[src/rtl/rt_exec_monitor_if.sv]
// rtl/rt_exec_monitor_if.sv - activation/status bundle between the harness and rt_exec_monitor
interface rt_exec_monitor_if #(
  parameter int NTASK = 2,
  parameter int CNT_W = 2
);
  logic [NTASK-1:0]       rt_act;
  logic [NTASK-1:0]       busy;
  logic [NTASK-1:0]       done;
  logic [NTASK*CNT_W-1:0] pend;
  logic                   excl_ok;
  logic                   overflow;

  modport master (
    output rt_act,
    input  busy, done, pend, excl_ok, overflow
  );

  modport slave (
    input  rt_act,
    output busy, done, pend, excl_ok, overflow
  );
endinterface

[src/rtl/rt_exec_monitor.sv]
// rtl/rt_exec_monitor.sv - per-task real-time job queue/executor with exclusion and overflow flags
// Define RT_EXCL_ARB_EN to arbitrate starts so that at most one task runs at a time.
module rt_exec_monitor #(
  parameter int NTASK    = 2,
  parameter int EXEC_LEN = 2,
  parameter int QDEPTH   = 3,
  parameter int CNT_W    = 2
) (
  input  logic             clk,
  input  logic             rst,
  rt_exec_monitor_if.slave mon
);

  localparam int RUN_W = (EXEC_LEN > 1) ? $clog2(EXEC_LEN) : 1;
  localparam logic [RUN_W-1:0] RUN_LOAD = RUN_W'(EXEC_LEN - 1);
  localparam logic [CNT_W-1:0] PEND_MAX = CNT_W'(QDEPTH);

  typedef enum logic {
    IDLE = 1'b0,
    RUN  = 1'b1
  } state_t;

  state_t           state_q [NTASK];
  state_t           state_d [NTASK];
  logic [RUN_W-1:0] cnt_q   [NTASK];
  logic [RUN_W-1:0] cnt_d   [NTASK];
  logic [CNT_W-1:0] pend_q  [NTASK];
  logic [CNT_W-1:0] pend_d  [NTASK];
  logic             excl_ok_q, excl_ok_d;
  logic             overflow_q, overflow_d;

  logic [NTASK-1:0] busy_v;
  logic [NTASK-1:0] done_v;
  logic [NTASK-1:0] eligible;
  logic [NTASK-1:0] start;
  logic [NTASK-1:0] start_q;
  logic [NTASK-1:0] start_a;
  logic [NTASK-1:0] queue_act;
  logic [NTASK-1:0] drop;
`ifdef RT_EXCL_ARB_EN
  logic             hold;
  logic             found;
`endif

  always_ff @(posedge clk or posedge rst) begin
    if (rst) begin
      for (int i = 0; i < NTASK; i++) begin
        state_q[i] <= IDLE;
        cnt_q[i]   <= '0;
        pend_q[i]  <= '0;
      end
      excl_ok_q  <= 1'b1;
      overflow_q <= 1'b0;
    end else begin
      for (int i = 0; i < NTASK; i++) begin
        state_q[i] <= state_d[i];
        cnt_q[i]   <= cnt_d[i];
        pend_q[i]  <= pend_d[i];
      end
      excl_ok_q  <= excl_ok_d;
      overflow_q <= overflow_d;
    end
  end

  always_comb begin
    busy_v    = '0;
    done_v    = '0;
    eligible  = '0;
    start     = '0;
    start_q   = '0;
    start_a   = '0;
    queue_act = '0;
    drop      = '0;
    state_d   = state_q;
    cnt_d     = cnt_q;
    pend_d    = pend_q;
`ifdef RT_EXCL_ARB_EN
    hold      = 1'b0;
    found     = 1'b0;
`endif

    for (int i = 0; i < NTASK; i++) begin
      busy_v[i]   = (state_q[i] == RUN);
      done_v[i]   = (state_q[i] == RUN) && (cnt_q[i] == '0);
      eligible[i] = (pend_q[i] != '0) || mon.rt_act[i];
    end

`ifdef RT_EXCL_ARB_EN
    // A job still mid-execution blocks every start; at its last cycle the
    // lowest-index eligible task (possibly the same one) takes over seamlessly.
    for (int i = 0; i < NTASK; i++) begin
      if ((state_q[i] == RUN) && (cnt_q[i] != '0)) begin
        hold = 1'b1;
      end
    end
    for (int i = 0; i < NTASK; i++) begin
      if (!hold && !found && eligible[i]) begin
        start[i] = 1'b1;
        found    = 1'b1;
      end
    end
`else
    for (int i = 0; i < NTASK; i++) begin
      start[i] = eligible[i] && ((state_q[i] == IDLE) || (cnt_q[i] == '0));
    end
`endif

    for (int i = 0; i < NTASK; i++) begin
      // Queued work goes first; a same-cycle activation only starts directly
      // when nothing is waiting, otherwise it joins the queue.
      start_q[i]   = start[i] && (pend_q[i] != '0);
      start_a[i]   = start[i] && (pend_q[i] == '0);
      queue_act[i] = mon.rt_act[i] && !start_a[i];

      if (queue_act[i] && !start_q[i]) begin
        if (pend_q[i] == PEND_MAX) begin
          drop[i] = 1'b1;
        end else begin
          pend_d[i] = pend_q[i] + CNT_W'(1);
        end
      end else if (!queue_act[i] && start_q[i]) begin
        pend_d[i] = pend_q[i] - CNT_W'(1);
      end

      if (start[i]) begin
        state_d[i] = RUN;
        cnt_d[i]   = RUN_LOAD;
      end else if (state_q[i] == RUN) begin
        if (cnt_q[i] == '0) begin
          state_d[i] = IDLE;
        end else begin
          cnt_d[i] = cnt_q[i] - RUN_W'(1);
        end
      end
    end

    // Two or more set bits leave a nonzero value after clearing the lowest one.
    excl_ok_d  = excl_ok_q && ((busy_v & (busy_v - NTASK'(1))) == '0);
    overflow_d = overflow_q || (drop != '0);
  end

  always_comb begin
    mon.pend = '0;
    for (int i = 0; i < NTASK; i++) begin
      mon.pend[i*CNT_W +: CNT_W] = pend_q[i];
    end
  end

  assign mon.busy     = busy_v;
  assign mon.done     = done_v;
  assign mon.excl_ok  = excl_ok_q;
  assign mon.overflow = overflow_q;

endmodule

[src/flat_wrapper.sv]
// flat-port wrapper written by rule: the top's interface ports become plain ports
module rt_exec_monitor_flat 
#(
  parameter int NTASK    = 2,
  parameter int EXEC_LEN = 2,
  parameter int QDEPTH   = 3,
  parameter int CNT_W    = 2
)
  (clk, rst, mon_rt_act, mon_busy, mon_done, mon_pend, mon_excl_ok, mon_overflow);
  rt_exec_monitor_if #(.NTASK(NTASK), .CNT_W(CNT_W)) mon_i ();
  input  logic clk;
  input  logic rst;
  input wire logic [$bits(mon_i.rt_act)-1:0] mon_rt_act;
  output wire logic [$bits(mon_i.busy)-1:0] mon_busy;
  output wire logic [$bits(mon_i.done)-1:0] mon_done;
  output wire logic [$bits(mon_i.pend)-1:0] mon_pend;
  output wire logic [$bits(mon_i.excl_ok)-1:0] mon_excl_ok;
  output wire logic [$bits(mon_i.overflow)-1:0] mon_overflow;
  assign mon_i.rt_act = mon_rt_act;
  assign mon_busy = mon_i.busy;
  assign mon_done = mon_i.done;
  assign mon_pend = mon_i.pend;
  assign mon_excl_ok = mon_i.excl_ok;
  assign mon_overflow = mon_i.overflow;
  rt_exec_monitor #(.NTASK(NTASK), .EXEC_LEN(EXEC_LEN), .QDEPTH(QDEPTH), .CNT_W(CNT_W)) u_core (.clk(clk), .rst(rst), .mon(mon_i));
endmodule
[config.mk]
export PLATFORM = sky130hd
export DESIGN_NAME = rt_exec_monitor_flat
export DESIGN_NICKNAME = d
export VERILOG_FILES = /design/src/rtl/rt_exec_monitor_if.sv /design/src/rtl/rt_exec_monitor.sv /design/src/flat_wrapper.sv
export SDC_FILE = /design/constraint.sdc
export NUM_CORES = 1
export LEC_CHECK = 0
export ABC_AREA = 0
export CAP_MARGIN = 10
export CELL_PAD_IN_SITES_DETAIL_PLACEMENT = 1
export CELL_PAD_IN_SITES_GLOBAL_PLACEMENT = 1
export CORE_UTILIZATION = 29
export CTS_CLUSTER_SIZE = 20
export DETAILED_ROUTE_END_ITERATION = 10
export PLACE_DENSITY = 0.66
export SLEW_MARGIN = 10
export SYNTH_ARGS = -nofsm -noshare
export SYNTH_HDL_FRONTEND = slang
export SYNTH_SLANG_ARGS = --single-unit
[constraint.sdc]
create_clock -name clk -period 1 [get_ports clk]
set_clock_uncertainty 0.1 [all_clocks]
set_input_delay 0.25 -clock clk [delete_from_list [all_inputs] [get_ports clk]]
set_output_delay 0.25 -clock clk [all_outputs]
set_load 0.005 [all_outputs]
==> reports/metrics.cfg <==
[status]
status = finished with violations
violations = setup timing

[placed_design]
gp_congestion = 0.803
dpl.hpwl_um = 1010
io_buffer_count = 13
dpl_cell_area_um2 = 711
pre_cts_slack_ns = -0.452

[power_and_ir_drop]
internal-power_mw = 1.67
power_frac_seq = 0.251
swShare = 0.381
cellLeakagePower_nw = 0.384
p_per_area_nw_per_um2 = 3150
power.switching_mw = 1.03
peakVddDrop_v = 0.00167
clkPwrFrac = 0.141
combPwrFrac = 0.608

[global_route]
grt_use_met2 = 0.341
grt_pass1_vias = 518
grt_pass1_wl_um = 2290
grtUsageMet1 = 0.192
use_met3 = 0.0391
grt_overflow_total = 0
antenna_found_initial = 0
busiest_layer = met2
grt_max_degree = 8
grt_use_total = 0.179

[sta]
slew_viol_final = 0
finalHoldViolCount = 0
finalCriticalPeriod_ns = 1.32
worstMarginPinSlew_ns = 0.239
finalSetupViolCount = 20
min_period_over_period = 1.32
finalSetupTns_ns = -3.85
slew-limit-headroom = 0.840
worst_hold_slack_ns = 0.225
fmax_mhz = 757
fin_ws_ns = -0.321
rsz0062_at_grt = true

[route]
num_vias = 469
drc = 0
wl_per_cell_um = 16.1
routed_wl_um = 1490
viasPerCell = 5.10
dr.first_iter.drc_count = 2
ant_nets = 0
dr.pass1.iters = 4

[final_layout]
area_growth_pct = 86.4
final_area_um2 = 856
antenna_cells = 0
nNetsFinal = 82
drive_gt1_frac = 0.636
utilization = 0.619
nFillCells = 146
multi_input_area_um2 = 285
seqCellArea_um2 = 253

[die]
die_y_um = 41.8
io_pins = 14
die_area_um2 = 1750
fp-row-count = 13
initial_core_util = 0.332
core_um2 = 1380
die_w_um = 41.8

[clocking]
clk_pin_slew_ns = 0.07
cts_max_path_buffers = 2
numCtsBuffers = 3
htree_levels = 1
postCtsHoldBufs = 0
insertion_delay_ns = 0.28
cts_sinks = 10
cts.root.buffer_cell = clkbuf_4
cts_tree = built

[yosys]
synth_cell_types = 23
ys_seq_area_frac = 0.548
synthCells = 43
synthesis.nets = 47
syn_area_per_cell_um2 = 10.7
synth_seq_cells = 10
post-synth-top-area-fraction = 0.490
yosysWarnings = 0
synth_top_area_cell = dfrtp_1
netlist_area_um2 = 459
synthTopCellsByArea = dfrtp_1 49%, a21oi_1 6.5%, dfstp_2 5.7%

[job]
cap_violations = 0

[critical_path]
worstPathArrival_ns = 0.97
cp-start-kind = register
worstSetupPathType = register to output pin
crit_fanout = 2
cp-end-kind = output pin
cp.required_ns = 0.65

[hold_path]
hp-class = input pin to asynchronous set/reset pin

cells in the final DEF (no fill, tap or decap), drive strengths merged:
cell,Yosys,layout
a31oi,2,2
nand3,2,2
dfstp,1,1
a2111o,1,1
nor3,1,1
o22ai,1,1
a21o,2,2
and2b,2,2
nor2,2,2
o21ai,3,3
nor4,1,1
and3,1,1
dlygate4sd2,0,1
nor2b,1,1
clkbuf,0,4
a21oi,6,6
dfrtp,9,9
clkdlybuf4s50,0,2
nand2,3,3
inv,2,2
a21boi,2,2
buf,0,27
mux2i,1,1
flip-flops by register name, summed over array words and instances (netlist names):
register,flops
u_core.mon.excl_ok,1
u_core.mon.busy,2
u_core.mon.pend,4
u_core.cnt_q,2
u_core.mon.overflow,1
power by group through the flow:
stage	registers (mW)	logic, mW	clock network [mW]
after floorplan	0.792	0.424	0
after global placement	0.646	1.23	0
after detailed placement	0.660	1.31	0
after CTS	0.675	1.50	0.373
after global routing	0.701	1.75	0.412
final	0.679	1.64	0.381
final timing paths:
check	startpoint	to	slack (ns)	cells past startpoint
max reg2reg	u_core.mon.busy[0]$_DFF_PP0_	u_core.mon.pend[1]$_DFFE_PP0P_	-0.28	5
max in group asynchronous	rst	u_core.mon.busy[1]$_DFF_PP0_	0.45	3
min reg2reg	u_core.mon.excl_ok$_DFF_PP1_	u_core.mon.excl_ok$_DFF_PP1_	0.41	1
min	rst	u_core.mon.pend[0]$_DFFE_PP0P_	0.23	3
max	u_core.mon.busy[0]$_DFF_PP0_	mon_done[0]	-0.32	2
min in group clk	u_core.mon.excl_ok$_DFF_PP1_	u_core.mon.excl_ok$_DFF_PP1_	0.41	1
worst max-delay path, cell delays in order, from the launching register on:
cell,delay (ns)
dfrtp_1,0.39
and2b_2,0.19
buf_2,0.12
synthesized netlist by cell type:
master and number:
o21ai_0 1, nand3_1 2, nor2b_1 1, nor3_1 1
dfrtp_1 9, a21o_1 1, nand2_1 3, nor2_1 2
nor4_1 1, a31oi_1 2, inv_1 2, and3_4 1
o22ai_2 1, and2b_2 1, mux2i_1 1, a21o_2 1
a21oi_1 6, dfstp_2 1, a21boi_0 1, and2b_1 1
o21ai_1 2, a2111o_1 1, a21boi_2 1
through the flow:
stage	power [mW]	std cells
floorplan	1.22	43
global placement	1.88	84
detailed placement	1.97	84
CTS	2.55	92
global route	2.86	92
finish	2.70	92
area by class of cell:
cell class / count / area share
multi-input combinational: 31 / 0.333
timing repair buffer: 30 / 0.298
sequential: 10 / 0.295
clock buffer: 4 / 0.0424
tap: 15 / 0.0219
inverter: 2 / 0.00877
routing by layer:
| metal | up-vias | wire length, um |
|---|---|---|
| li1 | 227 | - |
| met1 | 225 | 608 |
| met2 | 14 | 786 |
| met3 | 3 | 64 |
| met4 | 0 | 25 |
| met5 | - | 0 |
logic make-up after synthesis:
family / synth area share
compound gates: 0.253
buf+inv: 0.0164
flops: 0.548
mux: 0.0218
simple gates: 0.161
timing repair:
action / CTS / global route
setup buffers: 4 / 1
setup endpoints to repair: 20 / 20
resized for setup: 62 / 7
pin swaps: 4 / 3
Power figures use the tool's default switching activity.
